===== config.mk =====
export PLATFORM = sky130hd
export DESIGN_NAME = sprite_motion
export DESIGN_NICKNAME = d
export VERILOG_FILES = /design/src/rtl/sprite_motion.sv
export SDC_FILE = /design/constraint.sdc
export NUM_CORES = 1
export LEC_CHECK = 0
export ABC_AREA = 1
export BUFFER_PORTS_ARGS = -buffer_cell sky130_fd_sc_hd__buf_2
export CELL_PAD_IN_SITES_DETAIL_PLACEMENT = 1
export CELL_PAD_IN_SITES_GLOBAL_PLACEMENT = 2
export CORE_AREA = 2 2 109 111
export DETAILED_ROUTE_END_ITERATION = 8
export DIE_AREA = 0 0 111 113
export PLACE_DENSITY_LB_ADDON = 0.1
export REMOVE_ABC_BUFFERS = 1
export SLEW_MARGIN = 30
export SYNTH_ARGS = -nofsm -noshare
export SYNTH_HDL_FRONTEND = slang
export SYNTH_SLANG_ARGS = --single-unit

===== constraint.sdc =====
create_clock -name clk -period 2 [get_ports clk]
set_input_delay 0.2 -clock clk [delete_from_list [all_inputs] [get_ports clk]]
set_output_delay 0.2 -clock clk [all_outputs]
set_load 0.005 [all_outputs]

===== src/rtl/sprite_motion.sv =====
`default_nettype none
// ============================================================================
//  Module   : sprite_motion
//  Purpose  : Per-frame sprite position controller feeding sprite_v3. During
//             vertical blanking it steps the sprite by a fixed velocity and
//             bounces it off the active-area edges, then issues a one-cycle
//             start pulse on the blanking line before the sprite's first line.
//  Ports    : clk        pixel clock
//             rst_n      synchronous reset, active-low
//             en         motion enable, sampled at the update point
//             sx, sy     current screen position from display_timings
//             sprx, spry committed sprite left edge / top line
//             spr_start  registered one-cycle start pulse to the engine
//             bounce     one-cycle pulse when either axis reverses
//  Revision : 1.0  initial release
// ============================================================================
module sprite_motion #(
  parameter int CORDW      = 10,
  parameter int H_RES      = 640,
  parameter int V_RES      = 480,
  parameter int V_RES_FULL = 525,
  parameter int SPR_W      = 80,
  parameter int SPR_H      = 80,
  parameter int START_X    = 280,
  parameter int START_Y    = 200,
  parameter int SPEED_X    = 2,
  parameter int SPEED_Y    = 1,
  parameter int FRAME_DIV  = 1
) (
  input  logic             clk,
  input  logic             rst_n,
  input  logic             en,
  input  logic [CORDW-1:0] sx,
  input  logic [CORDW-1:0] sy,
  output logic [CORDW-1:0] sprx,
  output logic [CORDW-1:0] spry,
  output logic             spr_start,
  output logic             bounce
);

  localparam logic [CORDW-1:0] c_x_max   = CORDW'(H_RES - SPR_W);
  localparam logic [CORDW-1:0] c_y_max   = CORDW'(V_RES - SPR_H);
  localparam logic [CORDW-1:0] c_spd_x   = CORDW'(SPEED_X);
  localparam logic [CORDW-1:0] c_spd_y   = CORDW'(SPEED_Y);
  localparam logic [CORDW-1:0] c_h_res   = CORDW'(H_RES);
  localparam logic [CORDW-1:0] c_v_res   = CORDW'(V_RES);
  localparam logic [CORDW-1:0] c_ls_wrap = CORDW'(V_RES_FULL - 1);
  localparam logic [CORDW-1:0] c_one     = CORDW'(1);
  localparam logic [CORDW-1:0] c_start_x = CORDW'(START_X);
  localparam logic [CORDW-1:0] c_start_y = CORDW'(START_Y);
  localparam logic [7:0]       c_div_last = 8'(FRAME_DIV - 1);

  typedef enum logic [1:0] {
    ST_WAIT   = 2'd0,
    ST_MOVE_X = 2'd1,
    ST_MOVE_Y = 2'd2,
    ST_COMMIT = 2'd3
  } state_t;

  state_t           r_state;
  logic [7:0]       r_frame_cnt;
  logic             r_dir_x;      // 1 = moving right
  logic             r_dir_y;      // 1 = moving down
  logic [CORDW-1:0] r_nx;         // shadow position, committed in ST_COMMIT
  logic [CORDW-1:0] r_ny;
  logic             r_ndx;        // shadow directions
  logic             r_ndy;

  // One extra bit so the forward step never wraps before the limit compare.
  logic [CORDW:0]   w_tx;
  logic [CORDW:0]   w_ty;
  logic             w_upd;
  logic [CORDW-1:0] w_ls;

  assign w_tx  = {1'b0, sprx} + {1'b0, c_spd_x};
  assign w_ty  = {1'b0, spry} + {1'b0, c_spd_y};
  assign w_upd = (sy == c_v_res) && (sx == '0);
  // Start line precedes the sprite's top line; top line 0 wraps to the last
  // blanking line of the previous frame.
  assign w_ls  = (spry == '0) ? c_ls_wrap : (spry - c_one);

  always_ff @(posedge clk) begin
    if (!rst_n) begin
      r_state     <= ST_WAIT;
      r_frame_cnt <= '0;
      r_dir_x     <= 1'b1;
      r_dir_y     <= 1'b1;
      r_nx        <= c_start_x;
      r_ny        <= c_start_y;
      r_ndx       <= 1'b1;
      r_ndy       <= 1'b1;
      sprx        <= c_start_x;
      spry        <= c_start_y;
      spr_start   <= 1'b0;
      bounce      <= 1'b0;
    end else begin
      bounce    <= 1'b0;
      spr_start <= (sy == w_ls) && (sx == c_h_res);

      case (r_state)
        ST_WAIT: begin
          if (w_upd) begin
            if (r_frame_cnt == c_div_last) begin
              r_frame_cnt <= '0;
              if (en) r_state <= ST_MOVE_X;
            end else begin
              r_frame_cnt <= r_frame_cnt + 8'd1;
            end
          end
        end

        ST_MOVE_X: begin
          if (r_dir_x) begin
            if (w_tx > {1'b0, c_x_max}) begin
              r_nx  <= c_x_max;
              r_ndx <= 1'b0;
            end else begin
              r_nx  <= w_tx[CORDW-1:0];
              r_ndx <= 1'b1;
            end
          end else begin
            if (sprx < c_spd_x) begin
              r_nx  <= '0;
              r_ndx <= 1'b1;
            end else begin
              r_nx  <= sprx - c_spd_x;
              r_ndx <= 1'b0;
            end
          end
          r_state <= ST_MOVE_Y;
        end

        ST_MOVE_Y: begin
          if (r_dir_y) begin
            if (w_ty > {1'b0, c_y_max}) begin
              r_ny  <= c_y_max;
              r_ndy <= 1'b0;
            end else begin
              r_ny  <= w_ty[CORDW-1:0];
              r_ndy <= 1'b1;
            end
          end else begin
            if (spry < c_spd_y) begin
              r_ny  <= '0;
              r_ndy <= 1'b1;
            end else begin
              r_ny  <= spry - c_spd_y;
              r_ndy <= 1'b0;
            end
          end
          r_state <= ST_COMMIT;
        end

        ST_COMMIT: begin
          sprx    <= r_nx;
          spry    <= r_ny;
          // A corner hit flips both axes but still yields a single pulse.
          bounce  <= (r_ndx != r_dir_x) || (r_ndy != r_dir_y);
          r_dir_x <= r_ndx;
          r_dir_y <= r_ndy;
          r_state <= ST_WAIT;
        end

        default: r_state <= ST_WAIT;
      endcase
    end
  end

endmodule
`default_nettype wire


==> impl_metrics.csv, run 1 <==
group,metric,value,unit
detailed_routing,wl_met1,5247,µm
detailed_routing,vias,3533,
clock_network,htree_levels,2,
synthesis,synth_common_cells,"nand2_1, inv_1, dfxtp_1",
timing,report.final.slew_viol_count,0,
layout,finalNetCount,621,
worst_hold_path,min_from,"rst_n",
synthesis,netlist_area,3475,µm²
clock_network,cts_tree,"built",
clock_network,cts_root_buf,"clkbuf_16",
timing,hold_violations,0,
layout,syn_to_final_growth,18.00,%
detailed_routing,via_per_inst,4.827,
worst_setup_path,crit_arrival,2.04,ns
worst_setup_path,cpMaxStageDelayCell,"dfxtp_2",
clock_network,clk_latency,0.31,ns
timing,post-route-period-util,89.77,%
synthesis,synth_seq_cells,56,
floorplanning,die_x,111,µm
synthesis,synthArstFlopShare,0,%
worst_hold_path,min_path_type,"in -> reg",
worst_setup_path,r2r_start,"spry[1]$_SDFFE_PN0N_",
clock_network,cts_buffers,5,
synthesis,yosysTopAreaCell,"dfxtp_1",
flow_run,cap_violations,0,
worst_setup_path,critPathCaptureType,"flip-flop",
layout,n_fill_cell,1495,
floorplanning,ios,45,
floorplanning,initial_utilization,30.82,%
clock_network,cts_buffer_depth,2,
global_route,grt_max_degree,28,
global_route,grt_pass1_vias,3624,
placed_design,placed_cell_area,3919,µm²
synthesis,synth-seq-area-share,32.27,%
floorplanning,placementRows,39,
synthesis,synthMostInstantiatedCell,"nand2_1",
power_and_ir_drop,vdd_drop_max,0.4750,mV
detailed_routing,drc,0,
timing,slew_headroom,69.26,%
timing,fin_setup_tns,0,ns
synthesis,ys_top_cells_by_area,"dfxtp_1, nand2_1, a21oi_1",
timing,skew,0.004055,ns
detailed_routing,wl_per_cell,15.54,µm
synthesis,netlist.area_leader.share,32.27,%
timing,setup_viol,0,
placed_design,hpwl,8921,µm
worst_setup_path,startpoint,"spry[1]$_SDFFE_PN0N_",
placed_design,dp.cells,724,
floorplanning,core_area,11270,µm²
placed_design,io_buffers,44,
worst_setup_path,required,2.25,ns
global_route,grt_pass1_wl,18590,µm
layout,fin_cells,732,
layout,final_core_util,36.37,%
layout,post_route_cells_drive_above_1_share,16.47,%
worst_setup_path,crit_path_start_kind,"flip-flop",
synthesis,ys_types,35,
global_route,antenna_found_initial,0,
placed_design,gp_congestion,0.8811,
worst_setup_path,critical_path_class,"reg -> reg",
detailed_routing,dr_wl_met2,5684,µm
clock_network,cts_sinks,56,
synthesis,synth-edff-count,0,
detailed_routing,wl,11370,µm
detailed_routing,wl_met3,182,µm
timing,whs,0.2696,ns
layout,diodes,0,
floorplanning,die_height,113,µm
detailed_routing,first_pass_iters,4,
power_and_ir_drop,power.leakage,1.912,nW
layout,final-seq-area,1131,µm²
worst_setup_path,crit_path_max_fanout,5,
synthesis,ys.flop_type,"dfxtp_1",
floorplanning,dieArea,12540,µm²
global_route,overflow,0,
detailed_routing,drt_iter0_markers,83,
worst_setup_path,cpPeakStageDelay,0.35,ns
timing,period_minus_slack,1.795,ns
detailed_routing,top_layer,"met4",
layout,fin_area,4100,µm²
clock_network,path_clk_slew,0.07,ns
power_and_ir_drop,powerDensity,880.7,nW/µm²
synthesis,ys_warn_count,0,
synthesis,synthCells,538,
synthesis,synth.avg_cell_area,6.458,µm²
layout,multi_input_area,2033,µm²
timing,fmax,0.5570,GHz
detailed_routing,drtAntennaViolNets,0,
global_route,grt_util_all_layers,18.65,%
clock_network,postCtsSetupBuffers,0,
timing,worst_pin_slew,0.4606,ns
worst_setup_path,path_cells,"ha_2 -> nand2_2 -> inv_1 -> nand2_1 -> nand2_1 -> inv_1 -> o21ai_0 -> nand3_1 -> nand2_2 -> nand3_2 -> or2_1 -> a21oi_2",
outcome,status,"complete, no violations",
## state kept, by name (all words and copies together), names as in the netlist
register / cells
r_ny: 10
spr_start: 1
r_ndy: 1
r_ndx: 1
r_state: 2
r_nx: 10
bounce: 1
r_dir_x: 1
r_frame_cnt: 8
sprx: 10
spry: 10
r_dir_y: 1
## cells by family (layout without fill, tap and decap cells)
logic type / Yosys count / after routing / synth area share [%]
and+or+nand+nor: 251 / 251 / 31.54
AOI/OAI and AO/OA: 112 / 112 / 16.96
buffers and inverters: 86 / 137 / 9.831
DFF: 56 / 56 / 32.27
xor gates and xnor gates: 23 / 23 / 5.798
adders and majority gates: 10 / 10 / 3.601
## worst max-delay path: cells and delay by family, from the launching register on
kind,cells,cell delay [ns]
AO/OA/AOI/OAI,2,0.16
adder cells (fa/ha/maj),1,0.19
AND/OR/NAND/NOR,7,0.88
flip-flops,1,0.35
buffers and inverters,2,0.15
## final cells by class
class	instances	area share (%)
multi-input cells	396	49.59
flip-flops and latches	56	27.59
repair buffers	62	8.666
inverters	67	6.134
well taps	143	4.364
clock buffers	7	3.479
clock inverters	1	0.1831
## layout by cell type, fill, tap and decap left out, types with 12 or more instances in the layout
cell type	netlist	routed
buf_4	2	18
a21oi_1	55	54
nor2_1	54	52
dfxtp_1	56	50
o21ai_0	46	42
nand4_1	12	12
xor2_1	14	14
nand3_1	29	29
nand2_1	126	125
buf_2	3	44
inv_1	61	60
## path summary, 6_finish.rpt
kind         slack, ns                 endpoint  cells after the start
max               0.20     r_ny[5]$_SDFFE_PN0P_                     12
min               0.27  r_state[1]$_SDFFE_PN0P_                      3
max reg2reg       0.20     r_ny[5]$_SDFFE_PN0P_                     12
min reg2reg       0.47     r_ny[0]$_SDFFE_PN0P_                      2
## timing repair
action                     in CTS  in global routing
gates resized for setup         0                 19
hold buffers                    0                  0
setup endpoints to repair       0                 16
## per-stage QoR
step / worst slack [ns] / total power, mW
after global routing: -0.009116 / 3.899
final: 0.2046 / 3.611
after floorplan: 0.1249 / 2.220
after detailed placement: 0.05520 / 2.692
after global placement: 0.09976 / 2.673
after CTS: 0.05104 / 3.670
## report_power, final
part           switching [mW]  internal [mW]  total [mW]
clock network           0.437          0.501       0.939
registers               0.188           1.33        1.52
logic                   0.719          0.437        1.16
## routing by layer
layer / vias to the layer above / global-route usage (%)
li1: 1845 / -
met1: 1643 / 23.02
met2: 29 / 33.62
met3: 16 / 2.571
met4: 0 / 6.083
met5: - / 0
No activity file was read; power rests on OpenSTA's default activity.
==> inputs of run 2 (changes only) <==
Settings changed: CORE_AREA 2 2 109 111 to 2 2 111 113, DIE_AREA 0 0 111 113 to 0 0 113 115.
==> run 2 against run 1 <==
The run now ends with DRC left. Critical path depth grew 2. Cell count increased by 0.55%. First-iteration DRC count up 63%. Setup slack better by 0.0018 ns. Critical path type unchanged.
==> impl_metrics.csv, run 2 (synthesized netlist as in run 1, its figures left out) <==
group,metric,value,unit
power_and_ir_drop,power.leakage,1.906,nW
clock_network,htree_levels,2,
layout,syn_to_final_growth,18.51,%
timing,period_minus_slack,1.794,ns
worst_setup_path,startpoint,"spry[0]$_SDFFE_PN0N_",
floorplanning,ios,45,
timing,setup_viol,0,
floorplanning,die_height,115,µm
timing,skew,0.004289,ns
timing,fin_setup_tns,0,ns
placed_design,io_buffers,44,
global_route,grt_pass1_wl,19000,µm
detailed_routing,wl_per_cell,15.52,µm
worst_setup_path,crit_arrival,1.99,ns
timing,hold_violations,0,
clock_network,postCtsHoldBufs,0,
clock_network,path_clk_slew,0.08,ns
detailed_routing,first_pass_iters,6,
outcome,violations,"DRC",
floorplanning,core_area,11810,µm²
layout,layout.cells.most_common,"nand2_1",
detailed_routing,vias,3605,
floorplanning,placementRows,40,
layout,post_route_cells_drive_above_1_share,16.47,%
power_and_ir_drop,vdd_drop_max,0.3085,mV
layout,diodes,0,
detailed_routing,drtAntennaViolNets,0,
timing,slew_headroom,65.87,%
layout,n_fill_cell,1555,
floorplanning,initial_utilization,29.42,%
global_route,antenna_found_initial,0,
power_and_ir_drop,powerDensity,880.3,nW/µm²
worst_setup_path,critPathCaptureType,"flip-flop",
floorplanning,die_x,113,µm
layout,final-seq-area,1126,µm²
worst_setup_path,required,2.20,ns
global_route,overflow,0,
global_route,grt_util_all_layers,18.39,%
layout,finalNetCount,621,
outcome,status,"finished, violations left",
power_and_ir_drop,total_power,3.625,mW
timing,fmax,0.5575,GHz
detailed_routing,via_per_inst,4.898,
worst_setup_path,rrSetupSlack,0.21,ns
worst_setup_path,critical_path_class,"reg -> reg",
global_route,grt_pass1_vias,3610,
layout,fin_area,4118,µm²
layout,multi_input_area,2051,µm²
clock_network,cts_tree,"built",
worst_setup_path,r2r_start,"spry[0]$_SDFFE_PN0N_",
worst_setup_path,worst_r2r_path_depth,14,
worst_setup_path,r2r_end,"r_ny[3]$_SDFFE_PN1P_",
detailed_routing,drt_iter0_markers,135,
flow_run,cap_violations,0,
detailed_routing,wl,11420,µm
timing,whs,0.2759,ns
clock_network,cts_buffer_depth,2,
detailed_routing,drc,1,
layout,layout_common_cells,"nand2_1, inv_1, a21oi_1",
worst_hold_path,min_path_type,"in -> reg",
placed_design,gp_congestion,0.8069,
worst_setup_path,crit_path_start_kind,"flip-flop",
timing,rsz0062_at_grt,"no",
clock_network,clk_latency,0.30,ns
placed_design,placed_cell_area,3924,µm²
clock_network,cts_buffers,5,
worst_setup_path,crit_path_max_fanout,5,
clock_network,cts_root_buf,"clkbuf_16",
timing,report.final.slew_viol_count,0,
clock_network,cts_sinks,56,
timing,worst_pin_slew,0.5113,ns
worst_setup_path,crit_end,"r_ny[3]$_SDFFE_PN1P_",
floorplanning,dieArea,13000,µm²
global_route,grt_max_degree,28,
placed_design,hpwl,9017,µm
timing,post-route-period-util,89.68,%
==> run 2: worst min-delay path by stage <==
stage          depth (start not counted)                   end            startpoint
2_1_floorplan                          1  sprx[3]$_SDFFE_PN1N_                 rst_n
3_3_place_gp                           2  r_ny[8]$_SDFFE_PN0P_  r_ny[8]$_SDFFE_PN0P_
3_5_place_dp                           2  r_ny[8]$_SDFFE_PN0P_  r_ny[8]$_SDFFE_PN0P_
4_1_cts                                4  spr_start$_SDFF_PN0_                 sy[6]
5_1_grt                                4  spr_start$_SDFF_PN0_                 sy[6]
6_report                               4  spr_start$_SDFF_PN0_                 sy[6]
==> run 2: cell type report <==
class	count	area share [%]
repair buffers	62	8.630
inverters	67	6.108
clock inverters	1	0.1823
well taps	147	4.467
flip-flops and latches	56	27.35
multi-input cells	396	49.80
clock buffers	7	3.464
==> run 2: power breakdown <==
group / internal [mW] / switching (mW) / leakage (nW)
Combinational: 0.442 / 0.728 / 1.38
Clock: 0.501 / 0.433 / 0.0701
Sequential: 1.33 / 0.192 / 0.457
==> run 2: worst max-delay path, stage by stage (launching register included) <==
cell,delay (ns)
dfxtp_1,0.37
ha_2,0.20
nand2_2,0.07
nor2_1,0.17
nand3_1,0.10
nand2_1,0.09
nand2_1,0.07
nor2_1,0.13
nand2_2,0.10
nand3_4,0.11
inv_2,0.06
nand2_1,0.05
nand2_1,0.04
nand2_1,0.07
nand2_1,0.05
==> run 2: timing repair <==
item	CTS	global route
gates resized for setup	0	17
setup endpoints to repair	0	13
buffers inserted	0	0
==> run 2: metrics by stage <==
stage / instances / utilization [%] / setup slack, ns
floorplan: 519 / - / 0.1249
global placement: 728 / 33.22 / 0.08154
detailed placement: 728 / 33.22 / 0.05161
CTS: 736 / 34.49 / 0.03388
global route: 736 / 34.86 / 0.001060
finish: 736 / 34.86 / 0.2063
==> run 2: routing by layer <==
layer | vias up | track usage (%) | share of wire (%)
li1 | 1836 | - | -
met1 | 1729 | 23.77 | 46
met2 | 31 | 33.17 | 51
met3 | 9 | 2.214 | 1.6
met4 | 0 | 3.659 | 0.98
met5 | - | 0 | 0
